===== src/rtl/acc_alu_if.sv =====
// Handshake and accumulator-side bundle for acc_alu_seq.
// master: requester/accumulator side; slave: the sequencer.
interface acc_alu_if;
  logic       start;
  logic [3:0] op;
  logic [7:0] dr;
  logic [7:0] ac;
  logic       busy;
  logic       done;
  logic [7:0] ac_data;
  logic       ac_ld;
  logic       ac_inc;
  logic       ac_clr;
  logic       e;
  logic       z;

  modport master (
    output start, op, dr, ac,
    input  busy, done, ac_data,
    input  ac_ld, ac_inc, ac_clr, e, z
  );

  modport slave (
    input  start, op, dr, ac,
    output busy, done, ac_data,
    output ac_ld, ac_inc, ac_clr, e, z
  );
endinterface


===== src/rtl/acc_alu_seq.sv =====
// Sequenced ALU feeding the 8-bit accumulator (Data/LD/INC/CLR), owning E and Z.
// Ports: clk, rst_n (async low), bus (acc_alu_if.slave). Option: ACC_ALU_MUL_EN.
module acc_alu_seq (
  input  logic       clk,
  input  logic       rst_n,
  acc_alu_if.slave   bus
);

  localparam logic [1:0] S_IDLE  = 2'd0;
  localparam logic [1:0] S_EXEC  = 2'd1;
`ifdef ACC_ALU_MUL_EN
  localparam logic [1:0] S_MUL   = 2'd2;
`endif
  localparam logic [1:0] S_WRITE = 2'd3;

  logic [1:0] state_q, state_d;
  logic [3:0] op_q, op_d;
  logic [7:0] dr_q, dr_d;
  logic [7:0] ac_q, ac_d;
  logic [7:0] data_q, data_d;
  logic       ld_q, ld_d;
  logic       inc_q, inc_d;
  logic       clr_q, clr_d;
  logic       done_q, done_d;
  logic       e_q, e_d;
  logic       en_q, en_d;
  logic       z_q, z_d;

`ifdef ACC_ALU_MUL_EN
  logic [15:0] prod_q, prod_d;
  logic [2:0]  cnt_q, cnt_d;
  logic [8:0]  psum;
`endif

  // EXEC-stage decode of the latched operation
  logic [8:0] sum;
  logic [7:0] res;
  logic       x_ld, x_inc, x_clr, x_e, x_z, x_mul;

  always_comb begin
    sum   = {1'b0, ac_q} + {1'b0, dr_q};
    res   = data_q;
    x_ld  = 1'b0;
    x_inc = 1'b0;
    x_clr = 1'b0;
    x_e   = e_q;
    x_z   = z_q;
    x_mul = 1'b0;
    case (op_q)
      4'd1: begin res = ac_q & dr_q; x_ld = 1'b1; end
      4'd2: begin
        res  = sum[7:0];
        x_e  = sum[8];
        x_ld = 1'b1;
      end
      4'd3: begin res = dr_q; x_ld = 1'b1; end
      4'd4: begin x_clr = 1'b1; x_z = 1'b1; end
      4'd5: begin res = ~ac_q; x_ld = 1'b1; end
      4'd6: x_e = ~e_q;
      4'd7: x_e = 1'b0;
      4'd8: begin
        res  = {e_q, ac_q[7:1]};
        x_e  = ac_q[0];
        x_ld = 1'b1;
      end
      4'd9: begin
        res  = {ac_q[6:0], e_q};
        x_e  = ac_q[7];
        x_ld = 1'b1;
      end
      4'd10: begin
        x_inc = 1'b1;
        x_z   = (ac_q == 8'hFF);
      end
`ifdef ACC_ALU_MUL_EN
      4'd11: x_mul = 1'b1;
`endif
      default: ;
    endcase
    if (x_ld) x_z = (res == 8'h00);
  end

  always_comb begin
    state_d = state_q;
    op_d    = op_q;
    dr_d    = dr_q;
    ac_d    = ac_q;
    data_d  = data_q;
    ld_d    = 1'b0;
    inc_d   = 1'b0;
    clr_d   = 1'b0;
    done_d  = 1'b0;
    e_d     = e_q;
    en_d    = en_q;
    z_d     = z_q;
`ifdef ACC_ALU_MUL_EN
    prod_d  = prod_q;
    cnt_d   = cnt_q;
    // one multiplier bit per cycle: add into high half, shift right
    psum    = {1'b0, prod_q[15:8]} +
              (prod_q[0] ? {1'b0, dr_q} : 9'd0);
`endif
    unique case (state_q)
      S_IDLE: begin
        if (bus.start) begin
          state_d = S_EXEC;
          op_d    = bus.op;
          dr_d    = bus.dr;
          ac_d    = bus.ac;
        end
      end
      S_EXEC: begin
`ifdef ACC_ALU_MUL_EN
        if (x_mul) begin
          state_d = S_MUL;
          prod_d  = {8'h00, ac_q};
          cnt_d   = 3'd0;
        end else begin
`endif
          state_d = S_WRITE;
          done_d  = 1'b1;
          ld_d    = x_ld;
          inc_d   = x_inc;
          clr_d   = x_clr;
          z_d     = x_z;
          en_d    = x_e;
          if (x_ld) data_d = res;
`ifdef ACC_ALU_MUL_EN
        end
`endif
      end
`ifdef ACC_ALU_MUL_EN
      S_MUL: begin
        prod_d = {psum, prod_q[7:1]};
        cnt_d  = cnt_q + 3'd1;
        if (cnt_q == 3'd7) begin
          state_d = S_WRITE;
          done_d  = 1'b1;
          ld_d    = 1'b1;
          data_d  = prod_d[7:0];
          z_d     = (prod_d[7:0] == 8'h00);
          en_d    = |prod_d[15:8];
        end
      end
`endif
      S_WRITE: begin
        // E commits with the accumulator capture edge
        state_d = S_IDLE;
        e_d     = en_q;
      end
      default: state_d = S_IDLE;
    endcase
  end

  always_ff @(posedge clk or negedge rst_n) begin
    if (!rst_n) begin
      state_q <= S_IDLE;
      op_q    <= 4'd0;
      dr_q    <= 8'h00;
      ac_q    <= 8'h00;
      data_q  <= 8'h00;
      ld_q    <= 1'b0;
      inc_q   <= 1'b0;
      clr_q   <= 1'b0;
      done_q  <= 1'b0;
      e_q     <= 1'b0;
      en_q    <= 1'b0;
      z_q     <= 1'b0;
`ifdef ACC_ALU_MUL_EN
      prod_q  <= 16'h0000;
      cnt_q   <= 3'd0;
`endif
    end else begin
      state_q <= state_d;
      op_q    <= op_d;
      dr_q    <= dr_d;
      ac_q    <= ac_d;
      data_q  <= data_d;
      ld_q    <= ld_d;
      inc_q   <= inc_d;
      clr_q   <= clr_d;
      done_q  <= done_d;
      e_q     <= e_d;
      en_q    <= en_d;
      z_q     <= z_d;
`ifdef ACC_ALU_MUL_EN
      prod_q  <= prod_d;
      cnt_q   <= cnt_d;
`endif
    end
  end

  assign bus.busy    = (state_q != S_IDLE);
  assign bus.done    = done_q;
  assign bus.ac_data = data_q;
  assign bus.ac_ld   = ld_q;
  assign bus.ac_inc  = inc_q;
  assign bus.ac_clr  = clr_q;
  assign bus.e       = e_q;
  assign bus.z       = z_q;

endmodule


===== src/flat_wrapper.sv =====
// flat-port wrapper written by rule: the top's interface ports become plain ports
module acc_alu_seq_flat 
  (clk, rst_n, bus_start, bus_op, bus_dr, bus_ac, bus_busy, bus_done, bus_ac_data, bus_ac_ld, bus_ac_inc, bus_ac_clr, bus_e, bus_z);
  acc_alu_if bus_i ();
  input  logic clk;
  input  logic rst_n;
  input wire logic [$bits(bus_i.start)-1:0] bus_start;
  input wire logic [$bits(bus_i.op)-1:0] bus_op;
  input wire logic [$bits(bus_i.dr)-1:0] bus_dr;
  input wire logic [$bits(bus_i.ac)-1:0] bus_ac;
  output wire logic [$bits(bus_i.busy)-1:0] bus_busy;
  output wire logic [$bits(bus_i.done)-1:0] bus_done;
  output wire logic [$bits(bus_i.ac_data)-1:0] bus_ac_data;
  output wire logic [$bits(bus_i.ac_ld)-1:0] bus_ac_ld;
  output wire logic [$bits(bus_i.ac_inc)-1:0] bus_ac_inc;
  output wire logic [$bits(bus_i.ac_clr)-1:0] bus_ac_clr;
  output wire logic [$bits(bus_i.e)-1:0] bus_e;
  output wire logic [$bits(bus_i.z)-1:0] bus_z;
  assign bus_i.start = bus_start;
  assign bus_i.op = bus_op;
  assign bus_i.dr = bus_dr;
  assign bus_i.ac = bus_ac;
  assign bus_busy = bus_i.busy;
  assign bus_done = bus_i.done;
  assign bus_ac_data = bus_i.ac_data;
  assign bus_ac_ld = bus_i.ac_ld;
  assign bus_ac_inc = bus_i.ac_inc;
  assign bus_ac_clr = bus_i.ac_clr;
  assign bus_e = bus_i.e;
  assign bus_z = bus_i.z;
  acc_alu_seq u_core (.clk(clk), .rst_n(rst_n), .bus(bus_i));
endmodule

===== config.mk =====
export PLATFORM = sky130hd
export DESIGN_NAME = acc_alu_seq_flat
export DESIGN_NICKNAME = d
export VERILOG_FILES = /design/src/rtl/acc_alu_if.sv /design/src/rtl/acc_alu_seq.sv /design/src/flat_wrapper.sv
export SDC_FILE = /design/constraint.sdc
export NUM_CORES = 1
export LEC_CHECK = 0
export CORE_MARGIN = 5
export CORE_UTILIZATION = 55
export DETAILED_ROUTE_END_ITERATION = 6
export PLACE_DENSITY = 0.81
export SYNTH_ARGS = -nofsm -noshare
export SYNTH_HDL_FRONTEND = slang
export SYNTH_SLANG_ARGS = --single-unit
export TNS_END_PERCENT = 5

===== constraint.sdc =====
create_clock -name clk -period 2.9 [get_ports clk]
set_input_delay 0.87 -clock clk [delete_from_list [all_inputs] [get_ports clk]]
set_output_delay 0.87 -clock clk [all_outputs]
set_load 0.02 [all_outputs]

# Yosys cells after proc, flatten, opt, wreduce, memory -nomap -nowiden
# Index checks and enable logic that the tools add are counted.
# totals
register_bits	37
in_bits	23
output_inout_bits	15
word_cells	51
# op_classes
add_sub_neg	1
n_eq_ne	14
muxes	13
bitwise_logic	3
reduce_logical	8
# ops
op	n
case mux 8 bit (6 select lines)	1
equality test 4 x 3 -> 1 bit (second input constant)	4
equality test 4 bit (second input constant)	3
adder 8 x 8 -> 9 bit	1
AND 8 bit	1
equality test 4 x 2 -> 1 bit (second input constant)	2
equality test 8 bit (second input constant)	1
zero test 8 bit	1
2-to-1 mux 1 bit	8
inverter 8 bit	1
AND reduction 2 bit	3
OR reduction 6 bit	1
case mux 1 bit (5 select lines)	1
equality test 4 x 1 -> 1 bit (second input constant)	1
case mux 2 bit (2 select lines)	1
nonzero test 3 bit	1
equality test 2 x 1 -> 1 bit (second input constant)	1
equality test 2 bit (second input constant)	1
zero test 2 bit	1
2-to-1 mux 2 bit	1
inequality test 2 bit (second input constant)	1
case mux 1 bit (2 select lines)	1
nonzero test 2 bit	1
inverter 1 bit	1

# Depth between registers and ports, before layout
# Gate-level depths: netlist of the first run.
# logic_depth
depth_word	5
mapped_depth	9
depth_no_buf	9

# Least setup slack after synthesis of the first run
# No wires, ideal clock.
# synth_timing
path_type	register to register
start	register u_core.ac_q[0]
end	register u_core.z_q, in the netlist u_core.bus.z
setup_ps	104
arrival_ps	2002
required_ps	2796
setup_slack_ps	794
stages_incl_launch_ff	10
path_buffers	0
period_less_slack_ps	2106
cell_sequence	dfrtp_1 -> ha_1 -> inv_1 -> fa_1 -> nor2b_1 -> o311a_1 -> mux2i_1 -> nor4_2 -> nand2_1 -> o41ai_2
# synth_between
elab_chain_cells	4
elab_cells_between_ends	8
cone_classes	add/sub (1); eq/ne (1); mux (3); bitwise (2); reduce/logical (1)
# synth_rtl
item	line_no	source
start, declared	acc_alu_seq.sv:19	logic [7:0] ac_q, ac_d;
start signal, assigned	acc_alu_seq.sv:160	ac_q <= 8'h00;
start signal, assigned	acc_alu_seq.sv:177	ac_q <= ac_d;
adder 8 x 8 -> 9 bit, or another cell as far along	acc_alu_seq.sv:41	sum = {1'b0, ac_q} + {1'b0, dr_q};
case mux 8 bit (6 select lines)	acc_alu_seq.sv:49	case (op_q)
zero test 8 bit	acc_alu_seq.sv:80	if (x_ld) x_z = (res == 8'h00);
2-to-1 mux 1 bit *	acc_alu_seq.sv:80	
end signal, assigned	acc_alu_seq.sv:185	z_q <= z_d;
end, declared	acc_alu_seq.sv:27	logic z_q, z_d;
# Every way passes the cells marked *; elsewhere a longest branch is shown, timed or not.
# A chain may end at the register's enable or synchronous reset.

# Worst setup path in the final report of the first run
# layout_timing
start	register u_core.state_q[0]
end	output port bus_busy
# layout_between
elab_chain_cells	1
# layout_rtl
item	line_no	source
start, declared	acc_alu_seq.sv:16	logic [1:0] state_q, state_d;
start signal, assigned	acc_alu_seq.sv:174	state_q <= state_d;
nonzero test 2 bit	acc_alu_seq.sv:193	assign bus.busy = (state_q != S_IDLE);
end, declared	flat_wrapper.sv:11	output wire logic [$bits(bus_i.busy)-1:0] bus_busy;
# Every way passes these cells.

==> results by stage, run 1 <==
STA:
- Setup repair after global routing left no endpoint under its margin.
- The worst setup skew after layout is around 0.0062 ns.
- The normalized max-slew margin is around two fifths.
- For the pin with the worst max-slew slack, the measured transition is 0.888 ns.
- The worst path needs 2.46 ns of the cycle, external delays included.
- Adding up every negative setup slack in the final design gives 0 ns.
- Setup violations remaining at the end of the flow were counted as 0.
- The number of hold-slack violations in the final timing report was 0.
- In the finished design, the share of the clock period the worst path needs comes to a little over four fifths.
- The final count of pins violating max slew was 0.
- The maximum operating frequency is between 400 and 500 MHz.

Layout:
- After the last flow step, the layout net total stands at roughly 340.
- 0 antenna diodes ended up in the layout.
- The growth of design area from synthesis to finish is 16.7%.
- The layout cell share with drive strength beyond 1 is 16.1%.
- The number of fillers in the final layout is roughly 420.

Critical path:
- The library cell contributing the largest single delay on the critical path is sky130_fd_sc_hd__clkdlybuf4s50_1.
- The depth of the worst register-to-register path is 6.
- The maximum cell stage delay along the critical path is roughly 0.55 ns.
- The maximum net fanout on the critical path is 4.
- The kind of start point of the critical path is a register.
- The class of the most critical setup path is register to output port.
- STA classifies the critical path endpoint as an output port.
- The signal on the critical path passes through or2_2 > clkdlybuf4s50_1.
- The signal arrival time at the worst endpoint is roughly 1.6 ns.
- The required time of the critical path is between 2 and 2.5 ns.

Global routing:
- The final global-route overflow total is 0.
- The initial antenna violation count is 0.
- The pin count of the biggest net entering global routing is 38.
- The number of global-route vias before repair is roughly 2,000.
- The first global-routing pass estimated approximately 10,000 um of wire.
- The total routing resource utilization after global routing is a little over a fifth.

CTS:
- The clock insertion delay at the later pin of the skew report is around 0.29 ns.
- The post-cts gate resize count is 0.
- The clock passes through at most 2 buffers.
- TritonCTS built the clock tree.
- The tree is rooted in a sky130_fd_sc_hd__clkbuf_8.
- The cts-stage hold buffer count is 0.
- The total number of clock tree sinks is 37.
- Clock-pin slew was measured on the worst setup and hold paths at ~0.070 ns.
- The H-tree was split into 2 levels.
- In this run, CTS created clock tree buffers numbering 5.
- The number of setup buffers added after CTS is 0.

Routing:
- In the final routed layout, each cell accounts on average for roughly 17 um.
- Using the TritonRoute via totals, the vias-per-cell ratio works out to about 6.1.
- The total wire length after detailed routing is ~6100 um.
- The routed layout has 2,201 vias.
- In the routed design, unresolved DRC markers number 0.
- The pre-antenna-repair detailed-routing pass consisted of 5 iterations.
- The first-iteration detailed-routing DRC count is 212.
- The detail route stage leaves a number of antenna-violating nets equal to 0.

Pwr:
- The analysis attributes to cell leakage a power of around 1.3 nW.
- The clock share of power is about 9%.
- In this run switching power makes up between 40% and 50% of total power.
- The design draws approximately 0.004 W.
- The power spent charging and discharging nets is between 0.0015 and 0.002 W.
- Across the VDD grid, the largest voltage drop is approximately 0.7 mV.
- Of the total power, combinational logic draws a little under two thirds.
- The internal power contribution is around 0.0021 W.
- Sequential cells burn a little over a quarter of the power.
- In this run the power density over the cells is 1330 nW/um^2.

Floorplan:
- The floorplan step set the die width to around 78 um.
- The die covers 6160 sq um.
- The initial utilization of the core area, before any placement, comes to 55.7%.
- The floorplan has 25 rows.
- During I/O placement, the number of pins put on the boundary was 38.
- The core region is approximately 4600 sq um.
- In this run the vertical extent of the chip is roughly 80 um.

Logic synthesis:
- In the post-synthesis netlist, the biggest area contributors are sky130_fd_sc_hd__dfrtp_1 36%, sky130_fd_sc_hd__mux2_2 7.0%, sky130_fd_sc_hd__ha_1 3.9%.
- The cell taking the most area after synthesis is sky130_fd_sc_hd__dfrtp_1.
- Sequential cells were found to cover a little over a third of the synthesized design area.
- The gate count after technology mapping is approximately 270.
- Of all flip-flops after synthesis, the portion carrying an async set or reset was 100%.
- The count of different cell masters after synthesis is 66.
- The commonest register cell after synthesis is sky130_fd_sc_hd__dfrtp_1.
- The number of synthesis warnings is 0.
- The share of synthesized area in the top cell type comes to 35.9%.
- The synthesized design contains 37 register bits.
- The synthesized netlist occupies a cell area of between 2000 and 3000 sq um.
- Counting flops with a built-in enable in the synthesized netlist gives 0.
- The synthesized area divided by synthesized cell count is 9.65 sq um.
- When the netlist entered floorplanning its net count stood at roughly 300.

Hold path:
- The hold-critical path depth is 1.
- The worst hold-check path type is register to register.

Flow run:
- Across the run, the number of max-cap violations was 0.

Status:
- The run finished with clean final reports.

Placement:
- The count of buffers from port buffering is 37.
- Summed over all nets, the half-perimeter wirelength after detailed placement is around 4600 um.
- The congestion estimate from routability-driven global placement came to between 0.9 and 1.
-- layer usage --
metal  vias to the layer above  global-route usage, %  routed length [um]
li1                       1052                      -                   -
met1                      1049                   27.4                2650
met2                        84                   35.2                2890
met3                        16                   3.78                 423
met4                         0                   6.47                 135
met5                         -                      0                   0
-- cell families after synthesis --
group                    share of synthesized area (%)
AO/OA/AOI/OAI                                     20.2
XOR/XNOR                                         0.340
adder cells (fa/ha/maj)                           4.66
buffers and inverters                             7.67
flip-flops                                        35.9
multiplexers                                      10.9
AND/OR/NAND/NOR                                   20.3
-- power by group through the flow --
stage | clock network, W | registers [W] | logic, W
floorplan | 0 | 0.00103 | 0.00199
global placement | 0 | 0.00107 | 0.00246
detailed placement | 0 | 0.00109 | 0.00251
CTS | 0.000369 | 0.00108 | 0.00253
global route | 0.000392 | 0.00112 | 0.00280
finish | 0.000356 | 0.00108 | 0.00255
-- worst max-delay path: cells and delay by family, from the launching register on --
family / cells / cell delay (ns)
buffers and inverters: 1 / 0.55
DFF: 1 / 0.42
and+or+nand+nor: 1 / 0.33
-- sequential cells by signal, indices dropped and copies added (netlist names), 2 cells and up --
register	flops
u_core.bus.ac_data	8
u_core.state_q	2
u_core.op_q	4
u_core.dr_q	8
u_core.ac_q	8
-- cell usage after synthesis, types with 3 or more instances --
library cell,count
sky130_fd_sc_hd__a21o_1,4
sky130_fd_sc_hd__a21oi_1,17
sky130_fd_sc_hd__a221oi_1,3
sky130_fd_sc_hd__a31oi_1,4
sky130_fd_sc_hd__buf_2,4
sky130_fd_sc_hd__buf_6,6
sky130_fd_sc_hd__dfrtp_1,37
sky130_fd_sc_hd__ha_1,8
sky130_fd_sc_hd__inv_1,10
sky130_fd_sc_hd__mux2_2,16
sky130_fd_sc_hd__mux2i_1,10
sky130_fd_sc_hd__nand2_1,25
sky130_fd_sc_hd__nand2b_1,8
sky130_fd_sc_hd__nor2_1,16
sky130_fd_sc_hd__nor2b_1,8
sky130_fd_sc_hd__nor3_1,4
sky130_fd_sc_hd__o21ai_0,11
sky130_fd_sc_hd__o21ai_1,8
sky130_fd_sc_hd__o22a_1,4
sky130_fd_sc_hd__or2_2,3
sky130_fd_sc_hd__or3_1,3
-- final timing paths --
check / from / end / slack [ns]
setup / recovery: u_core.state_q[0] / bus_busy / 0.44
hold / removal: u_core.state_q[1] / u_core.state_q[0] / 0.48
setup reg to reg: u_core.op_q[3] / u_core.bus.z / 0.52
hold reg to reg: u_core.state_q[1] / u_core.state_q[0] / 0.48
max in group asynchronous: rst_n / u_core.dr_q[2] / 1.66
min in group asynchronous: rst_n / u_core.op_q[2] / 0.69
-- final cells by class --
cell class	instances	area (sq um)	area share, %
clock buffers	5	68.8	2.29
clock inverters	3	17.5	0.583
inverters	12	45.0	1.50
multi-input cells	203	1460	48.4
flip-flops and latches	37	926	30.8
well taps	54	67.6	2.25
repair buffers	45	425	14.1
-- cells in the final DEF, fill, tap and decap left out, drive strengths merged, types with 6 or more instances in the layout --
master,n
a21oi,18
buf,8
clkbuf,6
clkdlybuf4s50,36
dfrtp,37
ha,8
inv,12
mux2,16
mux2i,10
nand2,25
nand2b,10
nor2,17
nor2b,8
o21ai,19
-- per-stage QoR --
stage               hold slack, ns  cells  setup WS [ns]  util (%)  area (sq um)
finish                       0.476    359          0.442      64.9          3010
global route                 0.494    359          0.397      64.9          3010
CTS                          0.469    359          0.438      64.9          3010
detailed placement           0.458    351          0.557      63.1          2920
global placement             0.441    351          0.637      63.1          2920
floorplan                    0.429    267          0.794         -          2580
(Power assumes the default switching activity.)
==> run 2, diff against run 1 <==
clock period = 2.45 ns   (was 2.9 ns; I/O delays follow)
==> results by stage, run 2 (synthesized netlist as in run 1, its figures left out) <==
Status:
- The run finished with clean final reports.

Floorplan:
- The die boundary height is 78.5 um.
- The width of the die is about 78 um.
- The floorplan has 25 rows.
- The I/O pin total is 38.
- The effective utilization at floorplan is a little under three fifths.
- The die covers approximately 6000 sq um.
- The area of the core is around 4600 sq um.

Hold path:
- In this run the worst hold path is classified as input port to asynchronous set/reset pin.

Global routing:
- Entering global routing, the biggest net connects 38 pins.
- The initial antenna violation count came to 0.
- In the global route stage, overall resource usage came out at 21.9%.
- The final global-route overflow total is 0.
- The global-route wire length before repair is ~11,000 um.
- The number of global-route vias before repair is roughly 2,200.

CTS:
- TritonCTS built the clock tree.
- The H-tree level count is 2.
- In this run the clock root is driven by a sky130_fd_sc_hd__clkbuf_8.
- Clock-pin slew was measured on the worst setup and hold paths at roughly 0.080 ns.
- The number of gates resized after CTS was 0.
- Clock latency on the worst-skew pair, taken at its later pin, is just under 0.3 ns.
- CTS saw 37 sinks.
- The number of buffers created by CTS is 5.
- No sink is reached through more buffers than the 2 on the longest clock path.

STA:
- The part of the cycle the worst path needs is 94.4%.
- The final count of pins violating max slew is 0.
- The worst path in the final design needs a cycle of approximately 2.3 ns, including I/O delays and setup.
- The maximum operating frequency is about 430 MHz.
- The worst setup skew after layout is roughly 0.005 ns.
- The setup-violating endpoint count in the final report is 0.
- For the pin with the worst max-slew slack, the measured transition is slightly above 0.7 ns.
- The normalized max-slew margin is 52.9%.
- The number of hold-slack violations in the final timing report is 0.

Critical path:
- The required time of the critical path is around 2.6 ns.
- The critical path in this run is classified as register to register.
- The maximum cell stage delay along the critical path is 0.41 ns.
- The slowest stage of the critical path belongs to the cell sky130_fd_sc_hd__fa_1.
- The internal reg-to-reg setup slack is approximately 0.14 ns.
- The critical path goes through ha_1 > inv_1 > fa_1 > nor2b_1 > o311a_1 > mux2i_1 > nor4_2 > nand2_1 > o41ai_2.
- STA classifies the critical path endpoint as a register.
- The maximum net fanout on the critical path is 3.
- The signal arrival time at the worst endpoint is ~2.5 ns.
- The kind of start point of the critical path is a register.

Routing:
- The routed layout has 2,255 vias.
- After detailed routing, the total wire length is about 6400 um.
- After detailed routing, the number of vias per cell comes to just over 6.
- The detail route stage leaves a number of antenna-violating nets equal to 0.
- The first routing iteration left approximately 160 violations.
- The number of detailed-routing iterations run before antenna repair is 4.
- In the routed design, unresolved DRC markers number 0.
- Dividing the detail-routed wire length by the instance count gives approximately 17 um.

Placement:
- Port buffering added 37 buffers.
- The wire-length estimate of the detail-placed layout is 4660 um.
- The final estimated routing congestion in global placement is 0.950.

Layout:
- In the layout the commonest cells are 37 x sky130_fd_sc_hd__dfrtp_1, 36 x sky130_fd_sc_hd__clkdlybuf4s50_1, 25 x sky130_fd_sc_hd__nand2_1.
- The core occupancy in the finished layout is roughly 68%.
- The library cell used most frequently in the layout, excluding fill and tap cells, is sky130_fd_sc_hd__dfrtp_1.
- The growth of design area from synthesis to finish is 21.9%.
- In the final layout, the multi-input gates occupy ~1500 sq um.
- The net count of the finished layout is roughly 350.
- The repair_antennas step left the layout with diodes totalling 0.
- Fill cells in the final layout number 386.
- The sequential cell area is between 900 and 1000 sq um.
- Of the cells placed in the final design, the portion with a size suffix greater than 1 is between 10% and 20%.

Pwr:
- VDD sags by at most 0.718 mV.
- The cell area power density is 1620 nW/um^2.
- For this design the static power due to leakage is between 1 and 1.5 nW.
- The total chip power is approximately 0.0051 W.

Flow run:
- The number of max-cap violations is 0.
==> run 2: final timing paths <==
check	startpoint	endpoint	depth (start not counted)
max	u_core.dr_q[0]	u_core.bus.z	9
min reg2reg	u_core.state_q[1]	u_core.state_q[0]	1
min in group clk	u_core.state_q[1]	u_core.state_q[0]	1
max reg2reg	u_core.dr_q[0]	u_core.bus.z	9
max in group asynchronous	rst_n	u_core.dr_q[3]	2
min	rst_n	u_core.bus.ac_data[0]	2
==> run 2: power breakdown <==
group / leakage, nW / internal, W / total (W) / switching (W)
combinational: 0.820 / 0.00156 / 0.00324 / 0.00168
sequential: 0.451 / 0.000898 / 0.00128 / 0.000381
clock: 0.0574 / 0.000331 / 0.000558 / 0.000228
total: 1.33 / 0.00279 / 0.00508 / 0.00229
==> run 2: area by class of cell <==
cell class / count / share of cell area [%]
sequential: 37 / 29.5
clock inverter: 2 / 1.19
tap: 54 / 2.15
clock buffer: 6 / 2.63
inverter: 12 / 1.43
multi-input combinational: 203 / 46.3
timing repair buffer: 57 / 16.8
==> run 2: stage by stage <==
| stage | cells | setup TNS, ns | instance area (sq um) | hold WS, ns | setup WS, ns |
|---|---|---|---|---|---|
| 2_1_floorplan | 267 | 0 | 2580 | 0.429 | 0.344 |
| 3_3_place_gp | 359 | 0 | 2990 | 0.442 | 0.228 |
| 3_5_place_dp | 359 | 0 | 2990 | 0.478 | 0.125 |
| 4_1_cts | 367 | 0 | 3110 | 0.490 | 0.0822 |
| 5_1_grt | 371 | -0.00680 | 3140 | 0.517 | -0.00680 |
| 6_report | 371 | 0 | 3140 | 0.470 | 0.136 |
==> run 2: critical path: cells and delay by family (launching register included) <==
| family | cells | cell delay, ns |
|---|---|---|
| AO/OA/AOI/OAI | 2 | 0.43 |
| adder cells (fa/ha/maj) | 2 | 0.65 |
| multiplexers | 1 | 0.10 |
| AND/OR/NAND/NOR | 3 | 0.58 |
| flip-flops | 1 | 0.39 |
| buffers and inverters | 1 | 0.08 |
==> run 2: what timing repair did <==
action | CTS | global route
setup buffers | 0 | 4
setup endpoints to repair | 0 | 1
endpoints found under the hold margin | 0 | 0
hold buffers | 0 | 0
==> run 2: metal layers <==
| layer | part of all wire, % | vias up | wire length (um) | global-route usage (%) |
|---|---|---|---|---|
| met1 | 41 | 1068 | 2640 | 27.9 |
| met5 | 0 | - | 0 | 0 |
| li1 | - | 1083 | - | - |
| met2 | 49 | 92 | 3120 | 37.5 |
| met4 | 2.1 | 0 | 137 | 7.34 |
| met3 | 7.5 | 12 | 476 | 3.78 |
==> run 3, diff against run 2 <==
CAP_MARGIN = 10   (was default)
SLEW_MARGIN = 5   (was default)
==> results of run 3 <==
The final DEF is identical to that of run 2; final timing and power are the same.
